$ cat src/rtl/demux_4_to_1_reg.sv
// Registered 1-to-4 demultiplexer: routes i to lane {s1,s0} with a one-cycle
// latency, producing a one-hot per-lane valid strobe and a registered select.
module demux_4_to_1_reg #(
  parameter int unsigned WIDTH     = 1,
  parameter bit          IDLE_ZERO = 1'b1
) (
  input  logic             clk,
  input  logic             rst,
  input  logic             en,
  input  logic             s1,
  input  logic             s0,
  input  logic [WIDTH-1:0] i,
  output logic [WIDTH-1:0] y3,
  output logic [WIDTH-1:0] y2,
  output logic [WIDTH-1:0] y1,
  output logic [WIDTH-1:0] y0,
  output logic [3:0]       vld,
  output logic [1:0]       sel_q
);

  localparam int unsigned NUM_LANES = 4;
  localparam int unsigned SEL_W     = 2;

  logic [NUM_LANES-1:0][WIDTH-1:0] y_q;
  logic [NUM_LANES-1:0][WIDTH-1:0] y_d;
  logic [NUM_LANES-1:0]            vld_q;
  logic [NUM_LANES-1:0]            vld_d;
  logic [SEL_W-1:0]                sel_d;
  logic [SEL_W-1:0]                sel_c;

  assign sel_c = {s1, s0};

  // Next-state: selected lane captures i; unselected lanes clear or hold.
  always_comb begin
    y_d   = y_q;
    vld_d = '0;
    sel_d = sel_q;
    if (en) begin
      for (int k = 0; k < NUM_LANES; k++) begin
        if (sel_c == SEL_W'(k)) begin
          y_d[k] = i;
        end else if (IDLE_ZERO) begin
          y_d[k] = '0;
        end
      end
      vld_d[sel_c] = 1'b1;
      sel_d        = sel_c;
    end
  end

  // Synchronous reset takes priority over enable.
  always_ff @(posedge clk) begin
    if (rst) begin
      y_q   <= '0;
      vld_q <= '0;
      sel_q <= '0;
    end else begin
      y_q   <= y_d;
      vld_q <= vld_d;
      sel_q <= sel_d;
    end
  end

  assign y0  = y_q[0];
  assign y1  = y_q[1];
  assign y2  = y_q[2];
  assign y3  = y_q[3];
  assign vld = vld_q;

endmodule

$ cat config.mk
export PLATFORM = sky130hd
export DESIGN_NAME = demux_4_to_1_reg
export DESIGN_NICKNAME = d
export VERILOG_FILES = /design/src/rtl/demux_4_to_1_reg.sv
export SDC_FILE = /design/constraint.sdc
export NUM_CORES = 1
export LEC_CHECK = 0
export BUFFER_PORTS_ARGS = -buffer_cell sky130_fd_sc_hd__buf_2
export CAP_MARGIN = 20
export CORE_AREA = 2 2 39 41
export CTS_CLUSTER_SIZE = 20
export DETAILED_ROUTE_END_ITERATION = 8
export DIE_AREA = 0 0 41 43
export GPL_TIMING_DRIVEN = 0
export PLACE_DENSITY_LB_ADDON = 0.08
export SLEW_MARGIN = 20
export SYNTH_ARGS = -nofsm -noshare
export SYNTH_HDL_FRONTEND = slang
export SYNTH_SLANG_ARGS = --single-unit
$ cat constraint.sdc
create_clock -name clk -period 0.9 [get_ports clk]
set_input_delay 0.045 -clock clk [delete_from_list [all_inputs] [get_ports clk]]
set_output_delay 0.045 -clock clk [all_outputs]
set_load 0.05 [all_outputs]
=== Word level (Yosys, flattened, before mapping) ===
Cells that the tools add are included.

* Logic and storage cells: 21
* Register bits: 10
* Bits of input ports: 6

* Magnitude comparators: 2
* Bitwise logic cells: 1
* Multiplexer cells: 6
* Eq/ne operators: 3
* Reduce and logical (&&, ||, !) cells: 3

{| class="wikitable"
|+ Operator list
! kind !! number
|-
| 1-bit 2-to-1 mux || 5
|-
| 2-bit == test, second input constant || 2
|-
| 2-bit by 3-bit less-than comparator with 1-bit output, second input constant || 1
|-
| 1-bit demux with 2-bit select || 1
|-
| 2-bit by 1-bit == test with 1-bit output, second input constant || 1
|-
| 2-bit by 1-bit greater-or-equal comparator with 1-bit output, second input constant || 1
|-
| 2-bit zero test || 1
|-
| 2-bit OR reduction || 1
|-
| 1-bit logical AND || 1
|-
| 1-bit NOT || 1
|}

=== Depth between registers and ports, before layout ===
* Depth in word-level cells: 4
* Gate-level depth with buffers: 3
* Gate-level depth less buffers: 2

=== Least setup slack after synthesis ===
Ideal clock, no wire load.

* Kind: register -> register
* Start: reg, netlist name sel_q[1]
* End: reg sel_q[1]
* Arrival time: 0.831 ns
* Buffers on the path: 0
* Clock period less this slack: 0.900 ns
* Setup slack: 0.000 ns
* Setup time: 0.070 ns
* Stages on the path, launching flop included: 3
* Required time: 0.830 ns
* Cell sequence: dfxtp_1 nand2b_1 a21oi_1

{| class="wikitable"
|+ RTL lines
! what !! RTL line !! source
|-
| to (signal assigned) || 60 || <nowiki>sel_q <= sel_d;</nowiki>
|-
| to (decl) || 18 || <nowiki>output logic [1:0] sel_q</nowiki>
|}

=== Worst setup path in the final report ===
* Start: reg vld_q[2], in the netlist vld[2]
* End: out vld[2]

{| class="wikitable"
|+ RTL lines
! what !! RTL line !! source
|-
| from (decl) || 26 || <nowiki>logic [NUM_LANES-1:0] vld_q;</nowiki>
|-
| from (signal assigned) || 59 || <nowiki>vld_q <= vld_d;</nowiki>
|-
| to (decl) || 17 || <nowiki>output logic [3:0] vld,</nowiki>
|}

No word-level cell between the ends.

==> reports/qor.txt <==
placed insts: 65
final wirelength: 703 um
cell taking the most area after synthesis: dfxtp_1
arrival time worst endpoint: 0.82 ns
ANT cells: 0
initial core utilization: 25.86%
Synth top area share: 55.94%
share of cells above drive strength 1: 49.06%
largest net degree at the start of global routing: 11
CTS tree: built
Mapped Cells: 35
synth top area cells: dfxtp_1 56%, nand2b_1 12%, a21oi_1 7.0%, nand4b_1 4.9%, buf_6 3.1%
CTS Buffer Depth: 2
DRC Markers: 0
CP max stage delay: 0.31 ns
warnings from Yosys: 0
top cell family by delay on the critical path: flip-flops
Std-Cell Rows: 14
fill count: 161
synth unique cells: 12
kind of critical path: register to primary output
flop-to-flop setup slack: 0.31 ns
register area share after synthesis: 55.94%
io pins: 16
Post-Route Skew: 0 ns
Area Overhead vs Synth: 41.26%
Worst-Margin Slew: 0.2482 ns
first-pass GRT wire length: 1014 um
global router's overall resource usage: 9.073%
net count after synthesis: 41
f_max: 1151 MHz
MaxCap Viol Count: 0
FF+latch area: 206.4 um^2
grt total ovfl: 0
minimum clock period: 0.8689 ns
setup bufs post-CTS: 0
Worst-path clk slew: 0.07 ns
max-slew violations: 0
gpl congestion: 0.5943
crit end category: primary output
critical path startpoint category: register
Layout Nets: 60
DP HPWL: 517.3 um
Multi-input gate area: 141.4 um^2
Die Area: 1763 um^2
most common cell after layout, fill and taps aside: buf_2
status: completed
Die Ht: 43 um
most frequent cells in the layout: 9 x buf_2, 8 x clkbuf_4, 7 x nand2b_1
Slowest cell on crit path: dfxtp_1
Root Buffer Master: clkbuf_4
CTS H-tree lvls: 1
Cell Pwr Density: 1968 nW/um^2
worst path buffer plus inverter count: 1
hold buffers post-CTS: 0
class of the worst hold path: input port to register
Setup Total Neg Slack: 0 ns
vias: 304
core box area: 1384 um^2
Synth Register Bits: 10
per-cell routed wire length: 10.19 um
1st-iter DRT viols: 3
VDD IR max: 0.0007760 V
Antenna Nets Post-Route: 0
count of endpoints failing setup in the final report: 0
clock latency on the worst-skew pair: 0.26 ns
fin cells: 69
slew margin rel.: 83.57%
first drt pass iteration count: 2
final-report hold violation count: 0
Cell Area, Synth: 357.8 um^2
Worst EP required: 0.85 ns
Chip Width: 41 um
vias per cell: 4.406
initial antenna violation count: 0
critical-path cell list: buf_2
RSZ-0062 raised after global routing: false
clk sink count: 10
Crit Path Max Fanout: 1
Avg Cell Area, Syn: 10.22 um^2
TritonCTS buffer count: 3
Lkg Pwr: 0.2180 nW
fin crit share: 96.54%
number of global-route vias before repair: 235
PortBufs: 14
per-layer routing:
layer  routed length (um)  part of all wire [%]  GRT usage [%]
met3                   57                   8.1          3.141
met5                    0                     0              0
met2                  301                    43          10.63
met4                    0                     0          8.000
met1                  344                    49          12.38
flip-flops by register name, summed over array words and instances (netlist names):
signal,count
y1,1
vld,4
sel_q,2
y3,1
y2,1
y0,1
power by group:
part / switching [mW] / total (mW) / internal [mW]
combinational: 0.0888 / 0.132 / 0.0436
sequential: 0.00518 / 0.463 / 0.458
clock: 0.154 / 0.400 / 0.245
total: 0.248 / 0.995 / 0.747
area by class of cell:
cell class | count | area share (%)
plain buffers | 2 | 3.218
well taps | 16 | 3.960
repair buffers | 14 | 16.83
multi-input cells | 23 | 27.97
clock buffers | 4 | 7.178
flip-flops and latches | 10 | 40.84
cell usage after synthesis (all sizes together):
cell and instances:
dfxtp 10, buf 2, nand4bb 1, nand2b 7, nand2 1, nor2 3
mux2i 1, a21oi 5, nand4b 2, nor3 2, nand4 1
what timing repair did:
action,CTS,global route
endpoints found under the setup margin,1,5
pin swaps,0,0
resized for setup,1,5
final timing paths:
kind | from | end | cells past startpoint
max | vld[2]$_SDFF_PP0_ | vld[2] | 1
min | rst | sel_q[1]$_SDFFE_PP0P_ | 2
max reg2reg | sel_q[0]$_SDFFE_PP0P_ | sel_q[0]$_SDFFE_PP0P_ | 2
min reg2reg | y2$_SDFFE_PP0P_ | y2$_SDFFE_PP0P_ | 2
per-stage QoR:
stage	hold slack, ns	cell area (um^2)	setup WS [ns]	util [%]	power, mW
2_1_floorplan	0.1225	364.1	0.01801	-	0.5625
3_3_place_gp	0.3127	454.2	0.2659	32.82	0.5988
3_5_place_dp	0.3257	454.2	0.2382	32.82	0.6013
4_1_cts	0.03888	493.0	0.001522	35.62	1.011
5_1_grt	0.06098	505.5	0.002384	36.53	1.036
6_report	0.04662	505.5	0.03112	36.53	0.9950
kinds of logic after synthesis:
| family | count (synthesis) | synth area share, % |
|---|---|---|
| AND/OR/NAND/NOR | 17 | 29.72 |
| flip-flops | 10 | 55.94 |
| AO/OA/AOI/OAI | 5 | 6.992 |
| buffers and inverters | 2 | 4.544 |
| multiplexers | 1 | 2.797 |
worst register-to-register path: stages, from the launching register on:
cell     delay [ns]
dfxtp_1        0.31
mux2i_1        0.13
nor2_1         0.05
(Power assumes the default switching activity.)
